<file path="src/rtl/pwm_meas.sv">
// PWM period / high-time meter with synchronizer, timeout and saturating counters.
// Optional serial duty-ratio divider is built only when PWM_MEAS_DUTY_EN is defined.
module pwm_meas #(
  parameter int CNT_W = 8
) (
  input  logic             clk,
  input  logic             rst_n,
  input  logic             pwm_in,
  output logic [CNT_W-1:0] period,
  output logic [CNT_W-1:0] high_time,
  output logic             meas_valid,
  output logic             timeout,
  output logic             level,
  output logic [7:0]       duty,
  output logic             duty_valid,
  output logic             busy
);

  localparam logic [CNT_W-1:0] CNT_MAX = '1;

  logic             sync1_q, sync_q, prev_q;
  logic             rise;
  logic [CNT_W-1:0] cnt_q, cnt_d, hcnt_q, hcnt_d;
  logic [CNT_W-1:0] period_q, period_d, high_q, high_d;
  logic             armed_q, armed_d, timeout_q, timeout_d, meas_q, meas_d;

  assign rise = sync_q & ~prev_q;

  // A rise always wins over saturation, so timeout only fires on a quiet cycle.
  always_comb begin
    cnt_d     = cnt_q;
    hcnt_d    = hcnt_q;
    period_d  = period_q;
    high_d    = high_q;
    armed_d   = armed_q;
    timeout_d = timeout_q;
    meas_d    = 1'b0;
    if (rise) begin
      cnt_d     = CNT_W'(1);
      hcnt_d    = CNT_W'(1);
      armed_d   = 1'b1;
      timeout_d = 1'b0;
      if (armed_q) begin
        period_d = cnt_q;
        high_d   = hcnt_q;
        meas_d   = 1'b1;
      end
    end else begin
      if (cnt_q != CNT_MAX) cnt_d = cnt_q + CNT_W'(1);
      if (sync_q && hcnt_q != CNT_MAX) hcnt_d = hcnt_q + CNT_W'(1);
      if (cnt_q == CNT_MAX) begin
        timeout_d = 1'b1;
        armed_d   = 1'b0;
        period_d  = '0;
        high_d    = '0;
      end
    end
  end

  always_ff @(posedge clk or negedge rst_n) begin
    if (!rst_n) begin
      sync1_q   <= 1'b0;
      sync_q    <= 1'b0;
      prev_q    <= 1'b0;
      cnt_q     <= '0;
      hcnt_q    <= '0;
      period_q  <= '0;
      high_q    <= '0;
      armed_q   <= 1'b0;
      timeout_q <= 1'b0;
      meas_q    <= 1'b0;
    end else begin
      sync1_q   <= pwm_in;
      sync_q    <= sync1_q;
      prev_q    <= sync_q;
      cnt_q     <= cnt_d;
      hcnt_q    <= hcnt_d;
      period_q  <= period_d;
      high_q    <= high_d;
      armed_q   <= armed_d;
      timeout_q <= timeout_d;
      meas_q    <= meas_d;
    end
  end

  assign period     = period_q;
  assign high_time  = high_q;
  assign meas_valid = meas_q;
  assign timeout    = timeout_q;
  assign level      = sync_q;

`ifdef PWM_MEAS_DUTY_EN
  logic             busy_q, busy_d, dv_q, dv_d, sat_q, sat_d;
  logic [2:0]       bit_q, bit_d;
  logic [CNT_W-1:0] rem_q, rem_d, div_q, div_d;
  logic [CNT_W:0]   shifted;
  logic [7:0]       quo_q, quo_d, duty_q, duty_d;

  // Restoring division of high_time*256 by period; high >= period clamps to full scale.
  always_comb begin
    busy_d  = busy_q;
    dv_d    = 1'b0;
    sat_d   = sat_q;
    bit_d   = bit_q;
    rem_d   = rem_q;
    div_d   = div_q;
    quo_d   = quo_q;
    duty_d  = duty_q;
    shifted = {rem_q, 1'b0};
    if (meas_q && period_q != '0) begin
      busy_d = 1'b1;
      bit_d  = 3'd0;
      rem_d  = high_q;
      div_d  = period_q;
      sat_d  = (high_q >= period_q);
      quo_d  = 8'd0;
    end else if (busy_q) begin
      if (shifted >= {1'b0, div_q}) begin
        rem_d = CNT_W'(shifted - {1'b0, div_q});
        quo_d = {quo_q[6:0], 1'b1};
      end else begin
        rem_d = shifted[CNT_W-1:0];
        quo_d = {quo_q[6:0], 1'b0};
      end
      bit_d = bit_q + 3'd1;
      if (bit_q == 3'd7) begin
        busy_d = 1'b0;
        dv_d   = 1'b1;
        duty_d = sat_q ? 8'hFF : quo_d;
      end
    end
  end

  always_ff @(posedge clk or negedge rst_n) begin
    if (!rst_n) begin
      busy_q <= 1'b0;
      dv_q   <= 1'b0;
      sat_q  <= 1'b0;
      bit_q  <= 3'd0;
      rem_q  <= '0;
      div_q  <= '0;
      quo_q  <= 8'd0;
      duty_q <= 8'd0;
    end else begin
      busy_q <= busy_d;
      dv_q   <= dv_d;
      sat_q  <= sat_d;
      bit_q  <= bit_d;
      rem_q  <= rem_d;
      div_q  <= div_d;
      quo_q  <= quo_d;
      duty_q <= duty_d;
    end
  end

  assign duty       = duty_q;
  assign duty_valid = dv_q;
  assign busy       = busy_q;
`else
  assign duty       = 8'd0;
  assign duty_valid = 1'b0;
  assign busy       = 1'b0;
`endif

endmodule

</file>
<file path="config.mk">
export PLATFORM = sky130hd
export DESIGN_NAME = pwm_meas
export DESIGN_NICKNAME = d
export VERILOG_FILES = /design/src/rtl/pwm_meas.sv
export SDC_FILE = /design/constraint.sdc
export NUM_CORES = 1
export LEC_CHECK = 0
export ABC_AREA = 1
export BUFFER_PORTS_ARGS = -buffer_cell sky130_fd_sc_hd__buf_2
export CORE_MARGIN = 10
export CORE_UTILIZATION = 35
export DETAILED_ROUTE_END_ITERATION = 8
export PLACE_DENSITY = 0.62
export SKIP_CTS_REPAIR_TIMING = 1
export SLEW_MARGIN = 40
export SYNTH_ARGS = -nofsm -noshare
export SYNTH_HDL_FRONTEND = slang
export SYNTH_SLANG_ARGS = --single-unit
</file>
<file path="constraint.sdc">
create_clock -name clk -period 2.1 [get_ports clk]
set_clock_uncertainty 0.15 [all_clocks]
set_input_delay 0.21 -clock clk [delete_from_list [all_inputs] [get_ports clk]]
set_output_delay 0.21 -clock clk [all_outputs]
set_load 0.02 [all_outputs]
</file>
# Word level (Yosys, flattened, before mapping)
# Cells that the tools add are included.
totals:
  register_bits: 38
  latch_bits: 0
  ramBits: 0
  mem_bits_ro: 0
  input_bits: 3
  wordCells: 38
  mem_count: 0
op_classes:
  n_addsub: 2
  n_mul: 0
  div_mod_pow: 0
  order_cmp: 0
  n_eq_ne: 4
  shifts: 0
  muxes: 15
  bitwise_logic: 2
  reduce_logical: 5
ops:
  columns: ["cell", "n"]
  rows:
  - ["$mux 8", 9]
  - ["$add 8x1->8 const B", 2]
  - ["$ne 8x8->1 const B", 2]
  - ["$eq 8x8->1 const B", 1]
  - ["$mux 1", 6]
  - ["$reduce_bool 2->1", 3]
  - ["$ne 2x1->1 const B", 1]
  - ["$reduce_and 2->1", 1]
  - ["$and 1x1->1", 1]
  - ["$logic_and 1x1->1", 1]
  - ["$not 1->1", 1]

# Logic depth before layout (Yosys ltp)
logic_depth:
  ltp_word: 4
  ltp_mapped: 9

# Worst setup path after synthesis
# Ideal clock, no wire load.
synth_path:
  path_kind: "register -> register"
  start: "reg sync_q, in the netlist level"
  end: "reg high_q[6], in the netlist high_time[6]"
  setup_time_ns: 0.118
  arrival_ns: 1.219
  slack_ns: 0.614
  stages_incl_launch_ff: 7
  path_cell_list: "dfrtp_1 nand2_2 nor2_4 inv_2 buf_4 nand3_1 nand2_1"
synth_between:
  elab_chain_cells: 3
  elab_cells_between_ends: 5
  cone_classes: "eq/ne: 1; mux: 1; bitwise: 1; reduce/logical: 2"
synth_lines:
  columns: ["element", "line", "text"]
  rows:
  - ["start: declaration", "21", "logic sync1_q, sync_q, prev_q;"]
  - ["start signal: assignment", "74", "sync_q <= sync1_q;"]
  - ["$and 1x1->1 (*)", "27", "assign rise = sync_q & ~prev_q;"]
  - ["$ne 2x1->1 (no source line) or $reduce_bool 2->1 (tied branches)", null, null]
  - ["$reduce_and 2->1 (no source line)", null, null]
  - ["end signal: assignment", "79", "high_q <= high_d;"]
  - ["end: declaration", "24", "logic [CNT_W-1:0] period_q, period_d, high_q, high_d;"]
# Mark *: on every way between the ends. The rest lies on a longest branch, timed or not.
# A chain may end at the register's enable or synchronous reset.

# Final worst setup path
layout_path:
  start: "reg hcnt_q[0]"
  end: "reg hcnt_q[5]"
layout_between:
  elab_chain_cells: 3
  elab_cells_between_ends: 6
  cone_classes: "add/sub: 1; eq/ne: 1; mux: 2; reduce/logical: 2"
layout_lines:
  columns: ["element", "line", "text"]
  rows:
  - ["start: declaration", "23", "logic [CNT_W-1:0] cnt_q, cnt_d, hcnt_q, hcnt_d;"]
  - ["start signal: assignment", "77", "hcnt_q <= hcnt_d;"]
  - ["$add 8x1->8 or $ne 8x8->1 (tied branches)", "50", "if (sync_q && hcnt_q != CNT_MAX) hcnt_d = hcnt_q + CNT_W'(1);"]
  - ["$mux 8 or $logic_and 1x1->1 (tied branches)", "50", null]
  - ["$mux 8 or $reduce_bool 2->1 (tied branches)", null, null]
# Several ways; a longest one is shown, not always the timed one. The select of a mux whose other input is x is not followed.

==> results.toml <==
[sta]
finalWorstSetupSlack_ns = 0.431
slew_headroom_pct = 64.4
drv_slew = 0
fin_tns_setup_ns = 0
finalCritPeriodShare_pct = 79.5
final-hold-violation-count = 0
tightest_slew_ns = 0.534
period_needed_ns = 1.67
rsz0062_at_grt = "false"
setup_viol = 0
max_freq_mhz = 599

[worst_hold_path]
hold_path_class = "register to register"
hold_depth = 0
holdPathEnd = "level"
hp-start = "sync1_q"

[cts]
numCtsBuffers = 5
cts_sinks = 38
clk_latency_ns = 0.29
htreeDepth = 2
clockBufferDepth = 2
cts_root_buffer = "clkbuf_8"
path_clk_slew_ns = 0.07
cts_tree = "done"

[outcome]
outcome = "complete, no violations"

[route]
dr.pass1.iters = 4
post_drt_wl_per_cell_um = 11.7
routed_wl_um = 3610
drtIter0Drc = 93
ant_nets = 0
drc = 0
via_per_inst = 4.42
vias = 1362

[synth]
yosysMostFrequentCell = "nand2_1"
synth_area_um2 = 1830
synth_area_leader_cell = "dfrtp_1"
synth_area_leaders = "dfrtp_1, nand2_1, nand3_1, buf_4, nand3_2"
synth_top_area_share_pct = 51.9
ys.flop_type = "dfrtp_1"
netlist_instances = 209
ys_ff_latch = 38
synthArstFlopShare_pct = 100
yosysSeqAreaShare_pct = 51.9
ys_types = 24
avgSynthCellArea_um2 = 8.76
ys_warn_count = 0
ys_top_cells_by_count = "nand2_1, dfrtp_1, nand3_1"
synth-edff-count = 0

[finish]
area_growth_pct = 14.0
diodes = 0
drive_gt1_share_pct = 20.6
finalInstanceArea_um2 = 2090
nets = 242

[setup_path]
r2r_end = "hcnt_q[5]"
worstSetupStartpointType = "register"
cp_max_fo = 8
critPathKind = "register to register"
endpoint_kind = "register"
r2r-start = "hcnt_q[0]"
ff2ff_setup_slack_ns = 0.43
worstPathRequired_ns = 2.11
cp_data_arrival_time_ns = 1.68
r2r_cells = 6

[grt]
gr-total-overflow = 0
first_global_vias = 1338
grt_pass1_wl_um = 6290
grt_max_degree = 25
antenna_found_initial = 0
grtUsageTotal_pct = 8.93

[power_and_ir_drop]
p_per_area_nw_per_um2 = 880
ir_worst_vdd_uv = 250
cellLeakagePower_nw = 1.16

[floorplanning]
die_height_um = 92.3
start_util_pct = 36.1
rows = 26
die_w_um = 92.3
coreArea_um2 = 5070
io_pins = 32
die_area_um2 = 8520

[place]
portBuffers = 21
dp_hpwl_um = 2680
gp_routability_congestion = 0.803
place_ws_ns = 0.465
placed_area_um2 = 1980

[job]
cap_viol_max_count = 0
per-stage QoR:
stage,std cells,util (%),hold slack [ns],power [mW]
floorplan,218,-,-0.236,1.22
global placement,298,38.9,0.0782,1.33
detailed placement,298,38.9,0.0767,1.34
CTS,306,40.7,-0.240,1.85
global route,308,41.1,0.208,1.96
finish,308,41.1,0.203,1.84
cell type report:
type | count | area, um^2
clock inverters | 1 | 5.00
well taps | 70 | 87.6
repair buffers | 26 | 148
inverters | 14 | 52.6
flip-flops and latches | 38 | 951
multi-input cells | 152 | 757
fillers | 522 | 2990
clock buffers | 7 | 86.3
cell usage in the layout, fill, tap and decap left out, drive strengths merged, types with 5 or more instances in the layout:
cell type,synthesis,final
dfrtp,38,38
nor2,13,13
inv,14,14
o21ai,9,9
buf,14,24
nand3,27,27
conb,1,10
clkbuf,0,7
a21oi,5,5
nand2,78,78
how the worst max path moves through the flow:
stage | from | end | slack (ns) | cells past startpoint
2_1_floorplan | level | high_time[6] | 0.61 | 6
6_report | hcnt_q[0] | hcnt_q[5] | 0.43 | 6
3_5_place_dp | hcnt_q[0] | hcnt_q[5] | 0.47 | 6
3_3_place_gp | cnt_q[0] | period[1] | 0.49 | 8
4_1_cts | hcnt_q[0] | hcnt_q[5] | 0.45 | 6
5_1_grt | hcnt_q[0] | hcnt_q[5] | 0.30 | 6
where the power goes:
group / internal [mW] / total (mW) / leakage [nW] / switching [mW]
logic: 0.131 / 0.373 / 0.611 / 0.242
clock network: 0.265 / 0.515 / 0.0482 / 0.250
registers: 0.843 / 0.948 / 0.499 / 0.105
worst max-delay path, stage by stage, from the launching register on:
cell and delay (ns):
dfrtp_1 0.43, ha_1 0.19, nand2_1 0.11, nor2_1 0.20, nand2_1 0.10, nand2_1 0.22
o21ai_0 0.14
cell families (layout without fill, tap and decap cells):
logic type	count (synthesis)	after routing	synth area share, %
other cells	1	10	0.205
simple gates	121	121	32.0
buf+inv	28	48	8.54
xor+xnor	2	2	0.957
fa+ha+maj	2	2	1.37
flops	38	38	51.9
compound gates	17	17	4.99
sequential cells by signal, indices dropped and copies added, names as in the netlist:
| name | flops |
|---|---|
| timeout | 1 |
| cnt_q | 8 |
| hcnt_q | 8 |
| sync1_q | 1 |
| meas_valid | 1 |
| level | 1 |
| high_time | 8 |
| period | 8 |
| prev_q | 1 |
| armed_q | 1 |
metal layers:
metal | vias to the layer above | track usage, % | wire length (um)
met5 | - | 0 | 0
met4 | 0 | 4.63 | 78
met3 | 6 | 3.23 | 223
met2 | 31 | 13.7 | 1600
met1 | 621 | 10.8 | 1710
li1 | 704 | - | -
Power figures use the tool's default switching activity.
